File: src/rtl/filterbank_scheduler_pkg.sv
// Shared types and constants for the vocoder filter-bank scheduler.
// Optional skid buffer is enabled with the FB_SCHED_SKID_EN macro.
package filterbank_scheduler_pkg;

  localparam int N_FILTERS = 8;

  typedef enum logic [1:0] {
    STG_MOD = 2'd0,
    STG_ENV = 2'd1,
    STG_CAR = 2'd2
  } fb_stage_t;

  typedef enum logic [1:0] {
    IDLE  = 2'd0,
    ISSUE = 2'd1,
    WAIT  = 2'd2
  } fb_sched_state_t;

  // Magnitude of a signed 32-bit value; the most negative value maps to the most positive one.
  function automatic logic [31:0] abs_sat32(input logic signed [31:0] v);
    logic [31:0] r;
    if (v == 32'sh8000_0000) begin
      r = 32'h7FFF_FFFF;
    end else if (v < 32'sd0) begin
      r = 32'(-v);
    end else begin
      r = 32'(v);
    end
    return r;
  endfunction

endpackage

File: src/rtl/filterbank_scheduler_sample_skid.sv
// One-entry holding register for a sample pair that arrives while the scheduler is busy.
// Only instantiated when FB_SCHED_SKID_EN is defined.
module sample_skid #(
  parameter int W = 40
) (
  input  logic         clk_in,
  input  logic         rst_in,
  input  logic         push,
  input  logic [W-1:0] push_data,
  input  logic         pop,
  output logic         full,
  output logic [W-1:0] data
);

  logic         full_r;
  logic [W-1:0] data_r;

  // Entry register: a push wins over a simultaneous pop so the slot is refilled.
  always_ff @(posedge clk_in or negedge rst_in) begin
    if (!rst_in) begin
      full_r <= 1'b0;
      data_r <= '0;
    end else if (push) begin
      full_r <= 1'b1;
      data_r <= push_data;
    end else if (pop) begin
      full_r <= 1'b0;
    end
  end

  assign full = full_r;
  assign data = data_r;

endmodule

File: src/rtl/filterbank_scheduler.sv
// Time-multiplexes one biquad engine over all channels: MOD, ENV, CAR per channel, then commits.
// Define FB_SCHED_SKID_EN to buffer one sample that arrives while busy.
module filterbank_scheduler
  import filterbank_scheduler_pkg::*;
#(
  parameter int N_CH  = N_FILTERS,
  parameter int MOD_W = 24,
  parameter int CAR_W = 16,
  localparam int CH_W = (N_CH > 1) ? $clog2(N_CH) : 1
) (
  input  logic                 clk_in,
  input  logic                 rst_in,
  input  logic                 valid_in,
  input  logic [MOD_W-1:0]     modulator_in,
  input  logic [CAR_W-1:0]     carrier_in,
  output logic                 eng_req_out,
  input  logic                 eng_ready_in,
  output logic [CH_W-1:0]      eng_ch_out,
  output logic [1:0]           eng_stage_out,
  output logic [31:0]          eng_x_out,
  input  logic                 eng_valid_in,
  input  logic [31:0]          eng_y_in,
  output logic [32*N_CH-1:0]   envelope_out,
  output logic [32*N_CH-1:0]   carrier_out,
  output logic                 valid_out,
  output logic                 busy_out,
  output logic                 overrun_out
);

  localparam logic [CH_W-1:0] LAST_CH = CH_W'(N_CH - 1);

  fb_sched_state_t state_r, state_n;
  fb_stage_t       stage_r, stage_n;
  logic [CH_W-1:0] ch_r, ch_n;
  logic [31:0]     x_r, x_n;
  logic [31:0]     mod_r, car_r;
  logic [31:0]     env_work_r [N_CH];
  logic [31:0]     car_work_r [N_CH];
  logic [32*N_CH-1:0] envelope_r, carrier_r;
  logic            req_r, busy_r, valid_r, overrun_r;

  logic             start_s, store_s, commit_s;
  logic             pend_valid_s, overrun_set_s;
  logic [MOD_W-1:0] pend_mod_s;
  logic [CAR_W-1:0] pend_car_s;
  logic [31:0]      mod_ext_s, car_ext_s;

`ifdef FB_SCHED_SKID_EN
  logic                   skid_full_s, skid_push_s, skid_pop_s;
  logic [MOD_W+CAR_W-1:0] skid_data_s;

  sample_skid #(.W(MOD_W + CAR_W)) u_skid (
    .clk_in    (clk_in),
    .rst_in    (rst_in),
    .push      (skid_push_s),
    .push_data ({modulator_in, carrier_in}),
    .pop       (skid_pop_s),
    .full      (skid_full_s),
    .data      (skid_data_s)
  );

  // Sample source selection: a buffered sample starts before a fresh one, which then takes the slot.
  always_comb begin
    pend_valid_s = valid_in || skid_full_s;
    if (skid_full_s) begin
      {pend_mod_s, pend_car_s} = skid_data_s;
    end else begin
      {pend_mod_s, pend_car_s} = {modulator_in, carrier_in};
    end
    skid_pop_s    = (state_r == IDLE) && skid_full_s;
    skid_push_s   = valid_in && ((state_r != IDLE) ? !skid_full_s : skid_full_s);
    overrun_set_s = valid_in && (state_r != IDLE) && skid_full_s;
  end
`else
  // Sample source selection: anything arriving while busy is lost.
  always_comb begin
    pend_valid_s  = valid_in;
    pend_mod_s    = modulator_in;
    pend_car_s    = carrier_in;
    overrun_set_s = valid_in && (state_r != IDLE);
  end
`endif

  assign mod_ext_s = {{(32-MOD_W){pend_mod_s[MOD_W-1]}}, pend_mod_s};
  assign car_ext_s = {{(32-CAR_W){pend_car_s[CAR_W-1]}}, pend_car_s};

  // Next-state, next request fields and datapath strobes.
  always_comb begin
    state_n  = state_r;
    stage_n  = stage_r;
    ch_n     = ch_r;
    x_n      = x_r;
    start_s  = 1'b0;
    store_s  = 1'b0;
    commit_s = 1'b0;
    case (state_r)
      IDLE: begin
        if (pend_valid_s) begin
          start_s = 1'b1;
          state_n = ISSUE;
          ch_n    = {CH_W{1'b0}};
          stage_n = STG_MOD;
          x_n     = mod_ext_s;
        end else begin
          state_n = IDLE;
        end
      end
      ISSUE: begin
        if (eng_ready_in) begin
          state_n = WAIT;
        end else begin
          state_n = ISSUE;
        end
      end
      WAIT: begin
        if (eng_valid_in) begin
          store_s = 1'b1;
          case (stage_r)
            STG_MOD: begin
              stage_n = STG_ENV;
              x_n     = abs_sat32(eng_y_in);
              state_n = ISSUE;
            end
            STG_ENV: begin
              stage_n = STG_CAR;
              x_n     = car_r;
              state_n = ISSUE;
            end
            STG_CAR: begin
              stage_n = STG_MOD;
              if (ch_r == LAST_CH) begin
                commit_s = 1'b1;
                ch_n     = {CH_W{1'b0}};
                x_n      = 32'd0;
                state_n  = IDLE;
              end else begin
                ch_n    = ch_r + CH_W'(1);
                x_n     = mod_r;
                state_n = ISSUE;
              end
            end
            default: begin
              state_n = IDLE;
            end
          endcase
        end else begin
          state_n = WAIT;
        end
      end
      default: begin
        state_n = IDLE;
      end
    endcase
  end

  // Control registers; the request fields only move on acceptance or a result.
  always_ff @(posedge clk_in or negedge rst_in) begin
    if (!rst_in) begin
      state_r   <= IDLE;
      stage_r   <= STG_MOD;
      ch_r      <= {CH_W{1'b0}};
      x_r       <= 32'd0;
      req_r     <= 1'b0;
      busy_r    <= 1'b0;
      valid_r   <= 1'b0;
      overrun_r <= 1'b0;
    end else begin
      state_r <= state_n;
      stage_r <= stage_n;
      ch_r    <= ch_n;
      x_r     <= x_n;
      req_r   <= (state_n == ISSUE);
      busy_r  <= (state_n != IDLE);
      valid_r <= commit_s;
      if (overrun_set_s) begin
        overrun_r <= 1'b1;
      end
    end
  end

  // Latched inputs, per-channel working results and committed arrays.
  always_ff @(posedge clk_in or negedge rst_in) begin
    if (!rst_in) begin
      mod_r      <= 32'd0;
      car_r      <= 32'd0;
      envelope_r <= '0;
      carrier_r  <= '0;
      for (int i = 0; i < N_CH; i++) begin
        env_work_r[i] <= 32'd0;
        car_work_r[i] <= 32'd0;
      end
    end else begin
      if (start_s) begin
        mod_r <= mod_ext_s;
        car_r <= car_ext_s;
      end
      if (store_s) begin
        case (stage_r)
          STG_ENV: env_work_r[ch_r] <= eng_y_in;
          STG_CAR: car_work_r[ch_r] <= eng_y_in;
          default: ;
        endcase
      end
      // The last carrier result is still on eng_y_in while the arrays are committed.
      if (commit_s) begin
        for (int i = 0; i < N_CH; i++) begin
          envelope_r[32*i +: 32] <= env_work_r[i];
          if (i == N_CH - 1) begin
            carrier_r[32*i +: 32] <= eng_y_in;
          end else begin
            carrier_r[32*i +: 32] <= car_work_r[i];
          end
        end
      end
    end
  end

  assign eng_req_out   = req_r;
  assign eng_ch_out    = ch_r;
  assign eng_stage_out = stage_r;
  assign eng_x_out     = x_r;
  assign envelope_out  = envelope_r;
  assign carrier_out   = carrier_r;
  assign valid_out     = valid_r;
  assign busy_out      = busy_r;
  assign overrun_out   = overrun_r;

endmodule

File: config.mk
export PLATFORM = sky130hd
export DESIGN_NAME = filterbank_scheduler
export DESIGN_NICKNAME = d
export VERILOG_FILES = /design/src/rtl/filterbank_scheduler_pkg.sv /design/src/rtl/filterbank_scheduler_sample_skid.sv /design/src/rtl/filterbank_scheduler.sv
export SDC_FILE = /design/constraint.sdc
export NUM_CORES = 2
export LEC_CHECK = 0
export CAP_MARGIN = 20
export CELL_PAD_IN_SITES_DETAIL_PLACEMENT = 2
export CELL_PAD_IN_SITES_GLOBAL_PLACEMENT = 2
export CORE_MARGIN = 2
export CORE_UTILIZATION = 43
export CTS_BUF_LIST = sky130_fd_sc_hd__clkbuf_8
export DETAILED_ROUTE_END_ITERATION = 8
export DONT_BUFFER_PORTS = 1
export HOLD_SLACK_MARGIN = 0.05
export PLACE_DENSITY = 0.83
export SYNTH_ARGS = -nofsm -noshare
export SYNTH_HDL_FRONTEND = slang
export SYNTH_HIERARCHICAL = 1
export SYNTH_SLANG_ARGS = --single-unit
File: constraint.sdc
create_clock -name clk_in -period 2.9 [get_ports clk_in]
set_clock_uncertainty 0.15 [all_clocks]
set_input_delay 0.145 -clock clk_in [delete_from_list [all_inputs] [get_ports clk_in]]
set_output_delay 0.145 -clock clk_in [all_outputs]
set_load 0.01 [all_outputs]
# Word level (Yosys, flattened, before mapping)
# Cells that the tools add are included.
[classes] n_addsub=2 n_mul=0 div=0 order_cmp=3 eq_ne=11 shift=0 mux=34 bitwise=1 n_reduce_logical=12
[ops] op="bitwise mux 256 bit" n=2
[ops] op="2-to-1 mux 32 bit" n=6
[ops] op="demux 32 bit (select 3 bit)" n=1
[ops] op="one-hot mux 32 bit (3 select lines)" n=1
[ops] op="one-hot mux 32 bit (2 select lines)" n=1
[ops] op="equality test 32 bit (second input constant)" n=1
[ops] op="< comparator 32 x 1 -> 1 bit (second input constant)" n=1
[ops] op="negation 32 bit" n=1
[ops] op="2-to-1 mux 3 bit" n=4
[ops] op="one-hot mux 2 bit (3 select lines)" n=2
[ops] op="2-to-1 mux 1 bit" n=10
[ops] op="2-to-1 mux 2 bit" n=4
[ops] op="AND reduction 4 bit" n=2
[ops] op="equality test 2 x 1 -> 1 bit (second input constant)" n=3
[ops] op="one-hot mux 3 bit (2 select lines)" n=1
[ops] op="nonzero test 2 bit" n=3
[ops] op="equality test 2 bit (second input constant)" n=2
[ops] op="greater-or-equal comparator 4 bit (second input constant)" n=1
[ops] op="zero test 2 bit" n=2
[ops] op="< comparator 4 x 1 -> 1 bit (second input constant)" n=1
[ops] op="!= test 2 bit (second input constant)" n=2
[ops] op="!= test 4 x 1 -> 1 bit (second input constant)" n=1
[ops] op="inverter 3 -> 4 bit" n=1
[ops] op="one-hot mux 2 bit (2 select lines)" n=1
[ops] op="other kinds (7)" n=9
[word_totals] reg_bits=1107 latchBits=0 mem_bits_rw=0 mem_bits_ro=0 input_bits=77 output_inout_bits=553 wordCells=91 n_memories=0

# Longest topological paths before layout
[logic_depth] ltp_word=6 depth_mapped=10 depth_no_buf=8

# Worst setup path after synthesis
# OpenSTA, ideal clock, no wires.
[synth_path] kind="reg-to-reg" start="register stage_r[0], in the netlist eng_stage_out[0]" end="register x_r[13], in the netlist eng_x_out[13]" setup_ns=0.086 arrival_time_ns=2.066 required_time_ns=2.664 path_slack_ns=0.598 path_stages_with_launch=9 n_path_buf=2 synth_period_minus_slack_ns=2.302 path_cell_list="dfrtp_1 inv_1 ha_1 o311ai_1 and2_1 clkbuf_1 clkbuf_1 a211oi_1 nor3_1"
[synth_between] elab_chain_cells=4 elab_cells_between_ends=8 cone_classes="eq/ne (3); mux (3); reduce/logical (2)"
[synth_rtl] element="start, declared" line="filterbank_scheduler.sv:33" text="fb_stage_t stage_r, stage_n;"
[synth_rtl] element="start signal, assigned" line="filterbank_scheduler.sv:169" text="stage_r <= stage_n;"
[synth_rtl] element="equality test 2 bit, or another cell as far along" line="filterbank_scheduler.sv:118" text="case (stage_r)"
[synth_rtl] element="one-hot mux 32 bit (3 select lines)" line="filterbank_scheduler.sv:118"
[synth_rtl] element="2-to-1 mux 32 bit" line="filterbank_scheduler.sv:116" text="if (eng_valid_in) begin"
[synth_rtl] element="one-hot mux 32 bit (2 select lines)" line="filterbank_scheduler.sv:96" text="case (state_r)"
[synth_rtl] element="end signal, assigned" line="filterbank_scheduler.sv:171" text="x_r <= x_n;"
[synth_rtl] element="end, declared" line="filterbank_scheduler.sv:35" text="logic [31:0] x_r, x_n;"
# Several ways; a longest one is shown, not always the timed one. The select of a mux whose other input is x is not followed.
# A chain may end at the register's enable or synchronous reset.

# Final worst setup path
[layout_path] start="register stage_r[0], in the netlist eng_stage_out[0]" end="register x_r[4], in the netlist eng_x_out[4]"
# The elaborated chain is that of the path after synthesis.

==> results_dict.tcl <==
set metrics [dict create \
    slowest_stage "dfrtp_2" \
    dp_hpwl_um 91070 \
    crit_path_max_incr_delay_ns 0.49 \
    netlist_area_um2 41640 \
    seq_area_um2 26900 \
    slew_viol_final 0 \
    grt_max_degree 1076 \
    clk_pin_slew_ns 0.09 \
    syn_avg_cell_area_um2 10.91 \
    cap_violations 0 \
    ys_seq_elements 1075 \
    ys_seq_area_share_pct 64.60 \
    critPathCaptureType "flip-flop" \
    insertion_delay_ns 0.88 \
    cts-root-to-sink-buffers 3 \
    dieArea_um2 99350 \
    syn_inst 3818 \
    internal_power_mw 25.38 \
    fin_nets 4112 \
    whs_ns -1.171 \
    violations "hold timing, setup timing" \
    ir_drop_v 0.0004026 \
    drt_iter0_drc 3008 \
    synth_top_cells_by_area "dfrtp_1, nand2_1, mux2_2" \
    syn_nets 3902 \
    cts_tree "built" \
    first_pass_iters 6 \
    min_path_type "in -> async" \
    fin_crit_sh_pct 105.7 \
    synth_top_area_share_pct 64.60 \
    period_needed_ns 3.066 \
    drt-vias-per-instance 5.948 \
    path_cells "inv_1 > ha_2 > nor2b_1 > buf_6 > nand2_1 > a31oi_1 > o21ai_0 > a21oi_1 > a221o_1" \
    cp.arrival_ns 3.77 \
    cp-start-kind "flip-flop" \
    setup_viol 9 \
    cts.htree.levels 4 \
    row_count 114 \
    synth_ff_type "dfrtp_1" \
    p_comb_share_pct 13.1 \
    cts.sinks 1075 \
    power_frac_clock_pct 40.3 \
    drive_gt1_share_pct 20.60 \
    vias 32650 \
    design.core.area_um2 96280 \
    wl_per_cell_um 36.23 \
    drc 0 \
    wirelength_um 198900 \
    antenna_found_initial 45 \
    outcome "finished with violations" \
    ant_nets 0 \
    cts_buffers 180 \
    synth_largest_area_cell "dfrtp_1" \
    grt_overflow_total 0 \
    synthMostInstantiatedCell "nand2_1" \
    ys_types 61 \
    yosys_warnings 6 \
    first_global_vias 36840 \
    design.portCount 630 \
    synth-edff-count 0 \
    root_buffer "clkbuf_8" \
    power_density_nw_per_um2 751.3 \
    grt_pass1_wl_um 275100 \
    multiInputGateArea_um2 13760 \
    start_util_pct 43.25 \
    cp_max_fo 24 \
    fmax_mhz 326.1 \
    port_buffers 0 \
    track_usage_pct 38.85 \
    p_leak_nw 26.36 \
    layout_setup_ws_ns -0.1663 \
    syn_to_final_growth_pct 19.33 \
    synth_common_cells "nand2_1, dfrtp_1, mux2_2, clkbuf_1, buf_2" \
    cp_data_required_time_ns 3.61 \
    power_frac_seq_pct 46.6 \
    fin_setup_tns_ns -0.6726 \
    die_y_um 315.2 \
    max_slew_margin_pct 21.82 \
    hold_violations 541 \
    p_sw_mw 11.96 \
    utilization_pct 51.62 \
    fillers 9261 \
    fp.dieW_um 315.2 \
    tightest_slew_ns 1.173 \
    async_flop_share_pct 100.0 \
    p_sw_share_pct 32.03 \
    worst-setup-path-type "reg -> reg" \
    gp_congestion 0.8311 \
]
-- cell usage in the layout, fill, tap and decap left out, drive strengths merged, types with 7 or more instances in the layout --
cell type / n
a211oi: 18
a21oi: 16
a31oi: 18
buf: 99
clkbuf: 241
clkinv: 19
dfrtp: 1075
diode: 39
dlygate4sd3: 181
ha: 7
inv: 72
mux2: 461
nand2: 1733
nand2b: 7
nand3: 22
nor2: 32
nor3: 11
o21ai: 56
o31ai: 12
or4: 7
xnor2: 14
xor2: 9
-- sequential cells by signal (all words and copies together), names as in the netlist --
signal         cells
carrier_out      256
env_work_r       256
envelope_out     256
car_work_r       224
eng_x_out         32
mod_r             24
car_r             16
eng_ch_out         3
eng_stage_out      2
state_r            2
busy_out           1
eng_req_out        1
overrun_out        1
valid_out          1
-- repair_timing --
action                                  4_1_cts  5_1_grt
setup buffers                                 0        0
endpoints found under the setup margin        0       65
hold buffers                                214        1
resized for setup                             0       31
endpoints found under the hold margin      1992      530
-- per-layer routing --
metal	vias up	global-route usage, %	wire (µm)
met5	-	0.6770	132
met4	14	27.44	16590
met3	933	16.54	21540
met2	2006	62.34	94100
met1	16984	41.15	66510
li1	12713	-	-
-- worst max-delay path: cells and delay by family (launching register included) --
| family | cells | cell delay (ns) |
|---|---|---|
| adder cells (fa/ha/maj) | 1 | 0.31 |
| flip-flops | 1 | 0.49 |
| buffers and inverters | 2 | 0.45 |
| AO/OA/AOI/OAI | 4 | 0.95 |
| AND/OR/NAND/NOR | 2 | 0.67 |
-- kinds of logic (layout without fill, tap and decap cells) --
logic type | Yosys count | count (layout) | synth area share [%]
AO/OA/AOI/OAI | 145 | 145 | 2.193
XOR/XNOR | 23 | 23 | 0.4837
adder cells (fa/ha/maj) | 7 | 7 | 0.2103
buffers and inverters | 266 | 622 | 2.737
flip-flops | 1075 | 1075 | 64.60
multiplexers | 461 | 461 | 12.47
other | 0 | 39 | 0
AND/OR/NAND/NOR | 1841 | 1841 | 17.31
-- metrics by stage --
| stage | power, mW | setup slack (ns) | std cells | area (µm²) |
|---|---|---|---|---|
| 2_1_floorplan | 18.74 | 0.5979 | 3818 | 41640 |
| 3_3_place_gp | 19.38 | 0.3324 | 4901 | 43090 |
| 3_5_place_dp | 19.63 | 0.2133 | 4901 | 43090 |
| 4_1_cts | 34.99 | 0.02056 | 5443 | 49310 |
| 5_1_grt | 38.20 | -0.2663 | 5469 | 49650 |
| 6_report | 37.34 | -0.1663 | 5489 | 49700 |
-- power groups by stage --
stage | clock network (mW) | registers, mW | logic, mW
2_1_floorplan | 0 | 16.9 | 1.85
3_3_place_gp | 0 | 17.1 | 2.25
3_5_place_dp | 0 | 17.2 | 2.44
4_1_cts | 14.5 | 17.0 | 3.54
5_1_grt | 15.7 | 17.5 | 4.98
6_report | 15.0 | 17.4 | 4.88
-- layout make-up --
| type | instances | share of cell area [%] |
|---|---|---|
| inverters | 10 | 0.1083 |
| repair buffers | 284 | 7.035 |
| well taps | 1276 | 3.213 |
| clock buffers | 239 | 6.619 |
| multi-input cells | 2477 | 27.70 |
| diodes | 39 | 0.1964 |
| clock inverters | 89 | 0.9945 |
| flip-flops and latches | 1075 | 54.14 |
-- worst paths after layout --
check | startpoint | end | slack, ns | depth (start not counted)
max in group asynchronous | rst_in | car_work_r[246] | 0.95 | 3
min in group clk_in | modulator_in[12] | eng_x_out[12] | 0.11 | 5
setup reg to reg | eng_stage_out[0] | eng_x_out[4] | -0.17 | 9
hold / removal | rst_in | envelope_out[251] | -1.17 | 0
hold reg to reg | env_work_r[226] | envelope_out[2] | 0.28 | 2
setup / recovery | eng_stage_out[0] | eng_x_out[4] | -0.17 | 9
Note: power is estimated with default switching activity, not from simulation.
